**src/rtl/controller_input_fifo.sv**
```systemverilog
// controller_input_fifo: conditions the raw 5-bit controller lines for the CPU.
// Each line is synchronised and debounced on its own. Press edges (and,
// optionally, release edges) are packed into one event word per cycle and
// queued in a first-word-fall-through FIFO that the CPU drains with rd_en.
// Optional feature macro: RELEASE_EVT_EN (records release edges in evt_data[9:5]).
module controller_input_fifo #(
    parameter int DEBOUNCE_CYCLES = 250_000,
    parameter int CNT_WIDTH       = 18,
    parameter int FIFO_DEPTH      = 8
) (
    input  logic        clk,
    input  logic        reset,
    input  logic [4:0]  ctrl_raw,
    input  logic        rd_en,
    output logic [4:0]  held,
    output logic        evt_valid,
    output logic [15:0] evt_data,
    output logic [3:0]  evt_count,
    output logic        overflow
);

    localparam int                   PTR_W     = $clog2(FIFO_DEPTH);
    localparam logic [CNT_WIDTH-1:0] CNT_MAX   = CNT_WIDTH'(DEBOUNCE_CYCLES - 1);
    localparam logic [3:0]           DEPTH_CNT = 4'(FIFO_DEPTH);

    logic [4:0]           sync1_q, sync2_q;
    logic [CNT_WIDTH-1:0] cnt_q [5];
    logic [CNT_WIDTH-1:0] cnt_d [5];
    logic [4:0]           held_q, held_d;

    logic [4:0]           press_mask, release_mask;
    logic                 push, pop, full, empty, wr_en;
    logic [PTR_W-1:0]     wr_ptr_q, wr_ptr_d, rd_ptr_q, rd_ptr_d;
    logic [3:0]           count_q, count_d;
    logic                 overflow_q, overflow_d;
    logic [9:0]           mem_q [FIFO_DEPTH];

    // Two-flop synchroniser per line; sync2_q is the clean sampled value.
    // NOTE: sequential state uses non-blocking assignments so every flop samples pre-edge values.
    always_ff @(posedge clk or negedge reset) begin
        if (!reset) begin
            sync1_q <= '0;
            sync2_q <= '0;
        end else begin
            sync1_q <= ctrl_raw;
            sync2_q <= sync1_q;
        end
    end

    // Per-bit debounce: a differing sample must persist DEBOUNCE_CYCLES cycles; any agreement restarts the count.
    // NOTE: every output of this block gets a default first so no latch is inferred.
    always_comb begin
        held_d = held_q;
        for (int i = 0; i < 5; i++) begin
            cnt_d[i] = '0;
            if (sync2_q[i] != held_q[i]) begin
                if (cnt_q[i] == CNT_MAX) begin
                    held_d[i] = sync2_q[i];
                end else begin
                    cnt_d[i] = cnt_q[i] + CNT_WIDTH'(1);
                end
            end
        end
    end

    // Debounce counters and debounced state.
    always_ff @(posedge clk or negedge reset) begin
        if (!reset) begin
            held_q <= '0;
            for (int i = 0; i < 5; i++) cnt_q[i] <= '0;
        end else begin
            held_q <= held_d;
            for (int i = 0; i < 5; i++) cnt_q[i] <= cnt_d[i];
        end
    end

    // Edge masks come from the transition held is about to make, so the event is written with the update.
    assign press_mask = held_d & ~held_q;
`ifdef RELEASE_EVT_EN
    assign release_mask = ~held_d & held_q;
    assign push         = |{release_mask, press_mask};
`else
    assign release_mask = '0;
    assign push         = |press_mask;
`endif

    assign empty = (count_q == 4'd0);
    assign full  = (count_q == DEPTH_CNT);
    assign pop   = rd_en && !empty;
    // A pop in the same cycle frees the slot, so a push into a full FIFO still lands.
    assign wr_en = push && (!full || pop);

    // FIFO bookkeeping: pointers, occupancy and the sticky overflow flag.
    always_comb begin
        wr_ptr_d   = wr_ptr_q;
        rd_ptr_d   = rd_ptr_q;
        count_d    = count_q;
        overflow_d = overflow_q;
        if (wr_en) wr_ptr_d = wr_ptr_q + PTR_W'(1);
        if (pop)   rd_ptr_d = rd_ptr_q + PTR_W'(1);
        case ({wr_en, pop})
            2'b10:   count_d = count_q + 4'd1;
            2'b01:   count_d = count_q - 4'd1;
            default: count_d = count_q;
        endcase
        if (push && full && !pop) begin
            overflow_d = 1'b1;
        end else if (pop && !wr_en && count_q == 4'd1) begin
            overflow_d = 1'b0;
        end
    end

    // FIFO control registers.
    always_ff @(posedge clk or negedge reset) begin
        if (!reset) begin
            wr_ptr_q   <= '0;
            rd_ptr_q   <= '0;
            count_q    <= '0;
            overflow_q <= 1'b0;
        end else begin
            wr_ptr_q   <= wr_ptr_d;
            rd_ptr_q   <= rd_ptr_d;
            count_q    <= count_d;
            overflow_q <= overflow_d;
        end
    end

    // Event storage; when full with a pop, the write reuses the slot being read out this cycle.
    // NOTE: storage is not reset; the occupancy count gates evt_data so stale words are never seen.
    always_ff @(posedge clk) begin
        if (wr_en) mem_q[wr_ptr_q] <= {release_mask, press_mask};
    end

    assign held      = held_q;
    assign evt_valid = !empty;
    assign evt_data  = empty ? 16'h0000 : {6'b0, mem_q[rd_ptr_q]};
    assign evt_count = count_q;
    assign overflow  = overflow_q;

endmodule

```
**config.mk**
```make
export PLATFORM = sky130hd
export DESIGN_NAME = controller_input_fifo
export DESIGN_NICKNAME = d
export VERILOG_FILES = /design/src/rtl/controller_input_fifo.sv
export SDC_FILE = /design/constraint.sdc
export NUM_CORES = 1
export LEC_CHECK = 0
export ABC_AREA = 0
export CAP_MARGIN = 10
export CORE_MARGIN = 2
export CORE_UTILIZATION = 40
export CTS_BUF_LIST = sky130_fd_sc_hd__clkbuf_8
export CTS_CLUSTER_SIZE = 40
export DETAILED_ROUTE_END_ITERATION = 7
export MAX_ROUTING_LAYER = met4
export PLACE_DENSITY = 0.6
export SLEW_MARGIN = 20
export SYNTH_ARGS = -nofsm -noshare
export SYNTH_HDL_FRONTEND = slang
export SYNTH_SLANG_ARGS = --single-unit
```
**constraint.sdc**
```tcl
create_clock -name clk -period 3.3 [get_ports clk]
set_input_delay 0.495 -clock clk [delete_from_list [all_inputs] [get_ports clk]]
set_output_delay 0.495 -clock clk [all_outputs]
set_load 0.02 [all_outputs]
```
======== Word level (Yosys, flattened, before mapping) ========
Memory sizes are Yosys's and may differ from the RTL's.
Index checks and enable logic that the tools add are counted.
storage, ports and cells
  output and inout port bits .............. 27
  bits in registers ....................... 116
  memories kept ........................... 1
  RAM bits ................................ 40
  word-level logic and storage cells ...... 79
  input bits .............................. 8
memory list
  memory  depth  bits a word  read ports  clocked after Yosys merged registers in  wr ports  RTL line  RTL
  mem_q   8      5            1           0                                        1         36        logic [9:0] mem_q [FIFO_DEPTH];
cells by class
  bitwise logic cells ..................... 2
  mux-type cells .......................... 26
  eq/ne operators ......................... 14
  reduce and logical (&&, ||, !) cells .... 15
  add/sub/neg operators ................... 9
operators with widths
  operator                 count
  $mux W18                 10
  $add A18 B1 Y18 const B  5
  $eq A18 B18 Y1 const B   5
  $mux W1                  14
  $mux W10                 1
  $pmux W4 S2              1
  $add A3 B1 Y3 const B    2
  $logic_and A1 B1 Y1      6
  $and A5 B5 Y5            1
  $ne A1 B1 Y1             5
  $not A5 Y5               1
  $reduce_or A5 Y1         1
  $add A4 B1 Y4 const B    1
  $eq A4 B1 Y1 const B     1
  $eq A4 B4 Y1 const B     1
  $logic_not A1 Y1         4
  $logic_not A4 Y1         1
  $reduce_bool A2 Y1       2
  $sub A4 B1 Y4 const B    1
  $eq A2 B1 Y1 const B     1
  $eq A2 B2 Y1 const B     1
  $logic_or A1 B1 Y1       1

======== Depth between registers and ports, before layout ========
Gate-level depths: netlist of the first run.
  depth in word-level cells ............... 11
  mapped depth ............................ 9
  depth with buffers taken out ............ 8

======== Worst setup path before layout of the first run ========
OpenSTA, ideal clock, no wires.
  kind .................................... reg-to-reg
  start ................................... register cnt_q[80] in the netlist's numbering
  end ..................................... memory mem_q[4][0] in the netlist's numbering, enable pin
  stages on the path, launching flop included .. 7
  setup slack ............................. 0.281 ns
  setup time .............................. 0.374 ns
  required time ........................... 2.926 ns
  arrival time ............................ 2.645 ns
  period minus slack after synthesis ...... 3.019 ns
  buffers on the path ..................... 0
  path through ............................ dfrtp_1 nor4b_1 nand4_1 nor4bb_1 o41ai_2 or2_1 nor3_1
on the way
  cells in the longest elaborated chain, start to end .. 8
RTL lines
  element                        RTL line  RTL
  start, declared                27        logic [CNT_WIDTH-1:0] cnt_q [5];
  $eq A18 B18 Y1                 57        if (cnt_q[i] == CNT_MAX) begin
  $mux W1                        57
  $mux W1                        56        if (sync2_q[i] != held_q[i]) begin
  $and A5 B5 Y5                  78        assign press_mask = held_d & ~held_q;
  named net press_mask[0]        31        logic [4:0] press_mask, release_mask;
  $reduce_or A5 Y1               84        assign push = |press_mask;
  $logic_and A1 B1 Y1            91        assign wr_en = push && (!full || pop);
  $mux W1                        131       if (wr_en) mem_q[wr_ptr_q] <= {release_mask, press_mask};
  $mux W1 (not written as such)  131
  end, declared                  36
The timed path passes the listed nets, and every way through them passes these cells.

======== Worst setup path after layout of the first run ========
  start ................................... register cnt_q[0] in the netlist's numbering
  end ..................................... memory mem_q[5][2] in the netlist's numbering, enable pin
on the way
  cells in the longest elaborated chain, start to end .. 8
RTL lines
  element                        RTL line
  $eq A18 B18 Y1                 57
  $mux W1                        57
  $mux W1                        56
  $and A5 B5 Y5                  78
  $reduce_or A5 Y1               84
  $logic_and A1 B1 Y1            91
  $mux W1                        131
  $mux W1 (not written as such)  131
Every way passes these cells.

==> results, run 1 <==
- The run finished with clean final reports.
- Across the run, the number of max-cap violations was 0.
- The number of buffers and inverters on the critical path is 0.
- The number of nets in the layout is roughly 700.
- Summed over all cells, the static leakage comes to about 3.5 nW.
- The number of buffers inserted by port buffering is 23.
- In the final routed layout, each cell accounts on average for 15.0 um.
- Summed over all nets, the switching power comes to between 1 and 1.5 mW.
- The via count of the routed design is 4702.
- The final layout contains routed wiring with a total length of between 10000 and 15000 um.
- The part of the total power dissipated in the clock network is 0.354.
- The design internal power is roughly 2.9 mW.
- IR analysis of the VDD net gives a maximum drop of between 200 and 300 uV.
- Setup repair after global routing left no endpoint under its margin.
- The share of the yosys chip area belonging to registers is 0.569.
- The number of failing hold endpoints at the final stage was 0.
- The total count of max-transition violations in the final report is 0.
- Summed over all failing endpoints, the final setup total negative slack is 0 ps.
- The clock-pin slew on the worst setup and hold paths is about 90 ps.
- The total setup violations reported at the end of the flow is 0.
- The number of setup buffers added after CTS is 0.
- The via count of the first global-routing pass is 4810.
- The endpoint type of the worst setup path is a register.
- The delay of the slowest critical-path stage is approximately 560 ps.
- The worst-case clock buffer depth is 2.
- The later pin in the worst-skew pair is clocked with a latency of roughly 450 ps.
- The unique cell type count in the Yosys netlist is 49.
- The detail route stage leaves a number of antenna-violating nets equal to 0.
- The maximum fanout encountered on the critical timing path is 5.
- The number of antenna repair diodes is 0.
- The count of flip-flops with a built-in enable after synthesis is 40.
- The transition at the pin with the smallest max-transition slack is 726 ps.
- The worst path needs 2890 ps of the cycle, external delays included.
- The layout cell share with drive strength beyond 1 is 0.0970.
- The area share of the largest cell type after synthesis is 0.402.
- In this run the standard cell core region covers roughly 18000 sq um.
- The signal on the critical path passes through ha_1, nand3_2, or4_1, o32ai_1, o41ai_2, or2_1, nor2_1.
- The initial utilization of the core area, before any placement, comes to 0.404.
- In the routed design, unresolved DRC markers number 0.
- Routability-driven placement finished with a final weighted congestion of between 0.8 and 0.9.
- The clock buffer count from CTS is 17.
- Yosys attributes the largest share of cell area to dfrtp_1 40%, edfxtp_1 17%, nor2_1 6.0%.
- The final HPWL from detailed placement is roughly 9700 um.
- Using the TritonRoute via totals, the vias-per-cell ratio works out to 5.11.
- Summing all non-filler instances in the final layout gives an area of around 8100 sq um.
- The switching share of total power is 0.279.
- Across all hold checks on the routed design, the worst slack comes to between 70 and 80 ps.
- The width of the chip is between 100 and 150 um.
- The number of storage elements in the synthesis netlist is between 150 and 200.
- The type of origin of the critical path is a register.
- The die outline height is 138 um.
- For this design the ratio of total power to cell area is 500 nW/um^2.
- Once placement finished, the instance area stood at 7730 sq um.
- TritonCTS built the clock tree.
- Dividing the final minimum period by the clock period gives 0.876.
- The share of total power in combinational logic is 0.110.
- For this run, the total global-route usage over all layers was measured as 0.158.
- For this run, the leading register cell type out of synthesis is dfrtp_1.
- The data required time of the critical path is approximately 3400 ps.
- The warning count from the yosys run is 0.
- The share of async-settable or async-resettable flops after synthesis is 0.744.
- In this run the tightest slew margin relative to its limit is 0.516.
- The arrival time of the worst setup path is about 3000 ps.
- During I/O placement, the number of pins put on the boundary was 35.
- CTS placed an instance of clkbuf_8 at the clock tree root.
- The H-tree was split into 4 levels.
- The count of mapped cells out of synthesis is 636.
- After floorplanning, the core was divided into 49 placement rows.
- The first routing iteration left about 210 violations.
- Compared with the post-synthesis result, the final layout area differs by 12.8%.
- The number of search-and-repair iterations in the first detailed-routing pass is 4.
- Counting every sink on the clock net gives around 160.
- dfrtp_1 takes more of the synthesized area than any other cell.
- The synthesized netlist occupies a cell area of 7210 sq um.
- The number of instances resized during post-cts repair is 0.
- The die covers 19100 sq um.
- Entering global routing, the biggest net connects roughly 80 pins.
- The classification of the worst-slack hold path is in -> async.
- The count of hold buffers inserted by post-cts repair is 0.
- The per-instance average area after synthesis is 11.3 sq um.
- The global-route congestion overflow total is 0.
- The critical setup path kind is reg -> reg.
- The first global-routing pass estimated about 24000 um of wire.
- The master of the slowest instance on the critical path is or4_1.
- The worst clock skew is 12.0 ps.
- The share of total power dissipated in sequential elements is 0.536.
- Timing would allow up to 0.346 GHz.
- The initial antenna violation count came to 0.
- The family with the most delay on the worst path is simple AND/OR/NAND/NOR gates.
==> worst register-to-register path, stage by stage (launching register included) <==
cell and delay, ps:
dfrtp_1 370, ha_1 240, nand3_2 100, or4_1 560
o32ai_1 460, o41ai_2 170, or2_1 280, nor2_1 360
==> synth_stat cells (all sizes together), types with 2 or more instances <==
| master | count |
|---|---|
| nor2 | 116 |
| a21oi | 9 |
| and4b | 2 |
| nand2b | 8 |
| or4 | 2 |
| dfrtp | 116 |
| o21ai | 9 |
| xnor2 | 40 |
| nand3 | 32 |
| nor4b | 5 |
| clkbuf | 10 |
| inv | 17 |
| mux4 | 10 |
| nand4b | 5 |
| nor4 | 6 |
| and4 | 7 |
| o32ai | 2 |
| and3 | 27 |
| or3 | 8 |
| nor3 | 6 |
| and2 | 6 |
| nor2b | 4 |
| xor2 | 44 |
| edfxtp | 40 |
| nand2 | 34 |
| nand4 | 18 |
| buf | 13 |
| nor4bb | 5 |
| mux2 | 6 |
| ha | 10 |
| mux2i | 7 |
==> through the flow <==
| step | setup WS, ps | utilization | power (mW) | std cells |
|---|---|---|---|---|
| floorplan | 281 | - | 2.50 | 646 |
| global placement | 512 | 0.433 | 2.66 | 888 |
| detailed placement | 391 | 0.433 | 2.67 | 888 |
| CTS | 110 | 0.456 | 4.12 | 920 |
| global route | 183 | 0.456 | 4.28 | 920 |
| finish | 411 | 0.456 | 4.07 | 920 |
==> layout by cell type (no fill, tap or decap), types with 7 or more instances in the layout <==
cell type | Yosys | layout
nor2_1 | 116 | 116
dfrtp_1 | 116 | 115
xor2_1 | 44 | 44
xnor2_1 | 40 | 40
edfxtp_1 | 40 | 40
nand2_1 | 34 | 34
nand3_1 | 31 | 31
and3_1 | 27 | 27
clkdlybuf4s50_1 | 0 | 22
nand4_1 | 18 | 18
inv_1 | 17 | 17
clkbuf_8 | 0 | 17
buf_4 | 11 | 13
conb_1 | 1 | 11
mux4_2 | 10 | 10
ha_1 | 10 | 10
a21oi_1 | 9 | 9
nand2b_1 | 8 | 8
o21ai_0 | 7 | 7
or3_1 | 7 | 7
mux2i_1 | 7 | 7
==> power groups by stage <==
stage          sequential (mW)  combinational, mW  clock [mW]
3_5_place_dp              2.22              0.454           0
5_1_grt                   2.20              0.497        1.59
6_report                  2.18              0.449        1.44
2_1_floorplan             2.15              0.349           0
4_1_cts                   2.18              0.454        1.49
3_3_place_gp              2.21              0.443           0
==> sequential cells by signal (all words and copies together) (netlist names) <==
| register | count |
|---|---|
| cnt_q | 90 |
| evt_count | 4 |
| held | 5 |
| mem_q | 40 |
| overflow | 1 |
| rd_ptr_q | 3 |
| sync1_q | 5 |
| sync2_q | 5 |
| wr_ptr_q | 3 |
==> routing by layer <==
layer / vias up / track usage / share of wire
li1: 2271 / - / -
met4: 0 / 0.0585 / 0.020
met1: 2352 / 0.207 / 0.46
met3: 19 / 0.0357 / 0.027
met2: 60 / 0.243 / 0.49
met5: - / - / 0
==> cell families after synthesis <==
family	Yosys count	share of synthesized area
AND/OR/NAND/NOR	295	0.210
flip-flops	156	0.569
XOR/XNOR	84	0.102
buffers and inverters	40	0.0267
AO/OA/AOI/OAI	27	0.0238
multiplexers	23	0.0503
adder cells (fa/ha/maj)	10	0.0173
other	1	0.000520
==> layout make-up <==
cell class              instances  area (sq um)
clock buffers                  17           234
clock inverters                15           164
fillers                      1602          9700
inverters                      17          63.8
multi-input cells             450          2950
flip-flops and latches        156          4110
well taps                     229           287
repair buffers                 36           329
==> final timing paths <==
path | startpoint | end | slack [ps] | cells after the start
min | reset | cnt_q[51] | 70 | 1
min in group clk | sync1_q[2] | sync2_q[2] | 360 | 0
max | cnt_q[0] | mem_q[5][2] | 410 | 7
min reg2reg | sync1_q[2] | sync2_q[2] | 360 | 0
max in group asynchronous | reset | cnt_q[13] | 2490 | 2
max reg2reg | cnt_q[0] | mem_q[5][2] | 410 | 7
Note: power is estimated with default switching activity, not from simulation.
==> inputs of run 2 (changes only) <==
- GPL_TIMING_DRIVEN: default -> 0
==> results, run 2 (synthesis gave the netlist of run 1 again) <==
- The overall power of the completed layout is 4.14 mW (was 4.07 mW).
- The total number of H-tree levels came to 4 (unchanged).
- The global-route wire length before repair is 23500 um (was 23900 um).
- The post-layout minimum cycle time is 3040 ps (was 2890 ps).
- The number of buffers inserted by port buffering was 23 (unchanged).
- Run status: finished, final reports clean (unchanged).
- The data required time of the critical path was 2800 ps (was 3410 ps).
- The maximum fanout encountered on the critical timing path is 10 (was 5).
- The number of failing hold endpoints at the final stage is 0 (unchanged).
- The clock buffer count from CTS came to 17 (unchanged).
- The hold slack came to 354 ps (was 73.2 ps).
- The non-filler instance count after layout is 933 (was 920).
- The layout cell share with drive strength beyond 1 is 0.105 (was 0.0970).
- The share of total power in sequential cells was 0.508 (was 0.536).
- The most flop-heavy register is cnt_q (unchanged).
- The clock latency at the later pin of the worst-skew pair is 460 ps (was 450 ps).
- The share of total power in combinational logic is 0.137 (was 0.110).
- The floorplan die area is 19100 sq um (unchanged).
- The largest net degree at the start of global routing came to 81 (was 82).
- The via-per-instance ratio came to 5.04 (was 5.11).
- The die outline height was 138 um (unchanged).
- RSZ-0062 raised after global routing: false (unchanged).
- The worst flop-to-flop path endpoint is mem_q[5][3] (was mem_q[5][2]).
- The switching power of the nets is 1.13 mW (about the same).
- The switching share of total power came to 0.272 (was 0.279).
- The capture endpoint of the worst hold path is sync2_q[1].
- The post-placement setup slack is -206 ps (was 391 ps).
- The number of setup buffers added after CTS is 0 (unchanged).
- The endpoint type of the worst setup path was an output pin (was register).
- The cell count after placement is 900 (was 888).
- The clock-pin slew on the worst setup and hold paths came to 80 ps (was 90 ps).
- The path depth of the worst reg2reg path is 9 (was 7).
- The total setup violations reported at the end of the flow is 0 (unchanged).
- The number of nets in the layout came to 709 (was 696).
- The final critical-path setup slack is 257 ps (was 411 ps).
- The clock tree from TritonCTS is built (unchanged).
- The starting density of the core is 0.404 (unchanged).
- The part of the total power dissipated in the clock network is 0.355 (was 0.354).
- The wire length on met2 is 6650 um (was 6770 um).
- The worst voltage drop across the vdd grid is 252 uV (was 253 uV).
- The initial antenna violation count is 0 (unchanged).
- The classification of the worst-slack hold path is reg -> reg (was in -> async).
- The width of the chip is 138 um (unchanged).
- The number of sinks driven by the clock tree is 156 (unchanged).
- The worst slew slack as a fraction of its limit is 0.439 (was 0.516).
- The upper clock frequency limit is 0.329 GHz (was 0.346 GHz).
- Most frequent cells in the layout: 116 x dfrtp_1, 112 x nor2_1, 44 x xor2_1 (was 116 x nor2_1, 115 x dfrtp_1, 44 x xor2_1).
- The via count of the first global-routing pass is 4846 (was 4810).
- The root buffer cell is clkbuf_8 (unchanged).
- The number of placement rows was 49 (unchanged).
- The routed length on met3 was 308 um (was 374 um).
- The total count of max-transition violations in the final report was 0 (unchanged).
- The register area came to 4100 sq um (was 4110 sq um).
- The most frequent standard cell in the layout excluding fill and tap cells is dfrtp_1 (was nor2_1).
- The share of the clock period used by the worst path came to 0.922 (was 0.876).
- The number of search-and-repair iterations in the first detailed-routing pass is 4 (unchanged).
- The synthesis-to-finish area growth was 14.5% (was 12.8%).
- The detailed-route DRC error count is 0 (unchanged).
- The worst hold path begins at sync1_q[1].
- The cell count of the worst hold path is 0.
- The flip-flop count of the largest register, all copies and words added is 90 (unchanged).
- The transition at the pin with the smallest max-transition slack is 835 ps (was 726 ps).
- The total routing resource utilization after global routing was 0.156 (was 0.158).
- The critical setup path kind is reg -> out (was reg -> reg).
- The DRC violation total after the first TritonRoute iteration was 283 (was 213).
- The via count of the routed design is 4701 (was 4702).
- The floorplan core area came to 17800 sq um (unchanged).
- The number of maximum-capacitance violations is 0 (unchanged).
- The register-to-register setup slack came to 330 ps (was 410 ps).
- The top metal layer carrying routed signals is met4 (unchanged).
- The number of nets still failing antenna checks after routing is 0 (unchanged).
- The source of the worst register-to-register timing path was cnt_q[36] (was cnt_q[0]).
- The leakage power of the design is 3.51 nW (was 3.47 nW).
- The areal power density over the cells is 501 nW/um^2 (was 500 nW/um^2).
- The filler cell count came to 1614 (was 1602).
- Biggest registers after layout: cnt_q x90, mem_q x40 (unchanged).
- The final routed wire length divided by cell count is 14.6 um (was 15.0 um).
- The final HPWL from detailed placement was 9520 um (was 9690 um).
- The worst clock skew was 20.5 ps (was 12.0 ps).
- The multi-input logic area was 2990 sq um (was 2950 sq um).
- The total detailed-routing wirelength was 13600 um (was 13800 um).
- The number of antenna repair diodes is 0 (unchanged).
- The global-route congestion overflow total is 0 (unchanged).
- The type of origin of the critical path is a register (unchanged).
- The arrival time of the worst setup path was 2550 ps (was 3000 ps).
- The design internal power is 3.01 mW (was 2.93 mW).
- The wire length on met1 is 6430 um (was 6350 um).
- The number of ports placed on the die boundary is 35 (unchanged).
- The worst-case clock buffer depth is 2 (unchanged).
- The final RePlAce weighted congestion came to 0.852 (was 0.817).
-- run 2: cell types whose count changed in the layout (fill, tap and decap cells not counted), moves of 2 or more --
cell      delta
clkbuf_1    +10
nor2_1       -4
nor2_2       +4
buf_2        +3
buf_4        -2
inv_1        +2
inv_6        -2
nor3_1       -2
-- run 2: stage by stage --
stage | cell area (sq um) | utilization | TNS, ps
floorplan | 7250 | - | 0
global placement | 7770 | 0.435 | -344170
detailed placement | 7810 | 0.438 | -1410
CTS | 8240 | 0.462 | 0
global route | 8260 | 0.463 | 0
finish | 8260 | 0.463 | 0
-- run 2: what timing repair did --
action | in CTS | in global routing
endpoints found under the setup margin | 15 | 43
hold endpoints to repair | 36 | 0
gates resized for setup | 4 | 8
hold buffers | 1 | 0
-- run 2: power groups by stage --
stage          clock network [mW]  logic [mW]  registers [mW]
3_3_place_gp                    0       0.548            2.14
4_1_cts                      1.52       0.584            2.10
2_1_floorplan                   0       0.349            2.15
3_5_place_dp                    0       0.576            2.14
5_1_grt                      1.60       0.628            2.11
6_report                     1.47       0.568            2.10
-- run 2: metal layers --
layer,up-vias,global-route usage
met5,-,-
met3,17,0.0339
met4,0,0.0661
li1,2307,-
met2,40,0.246
met1,2337,0.196
-- run 2: how the worst max path moves through the flow --
stage                           start           to  slack, ps  cells after the start
after floorplan             cnt_q[80]  mem_q[4][0]        280                      6
after global placement          reset    cnt_q[79]      -2720                      1
after detailed placement     cnt_q[0]  mem_q[4][3]       -210                      8
after CTS                    cnt_q[0]  mem_q[5][3]         10                      8
after global routing      rd_ptr_q[0]  evt_data[4]         90                      5
final                     rd_ptr_q[1]  evt_data[4]        260                      5
-- run 2: critical path, cell delays in order (launching register included) --
cell and delay [ps]:
dfrtp_1 380, clkbuf_1 540, mux4_2 400, mux2i_1 150, nor2_1 60, clkdlybuf4s50_1 560
-- run 2: cell type report --
type / count / share of cell area
buffer: 23 / 0.0158
clock buffer: 17 / 0.0283
clock inverter: 15 / 0.0212
inverter: 17 / 0.00772
multi-input combinational: 450 / 0.362
sequential: 156 / 0.497
tap: 229 / 0.0347
timing repair buffer: 26 / 0.0332
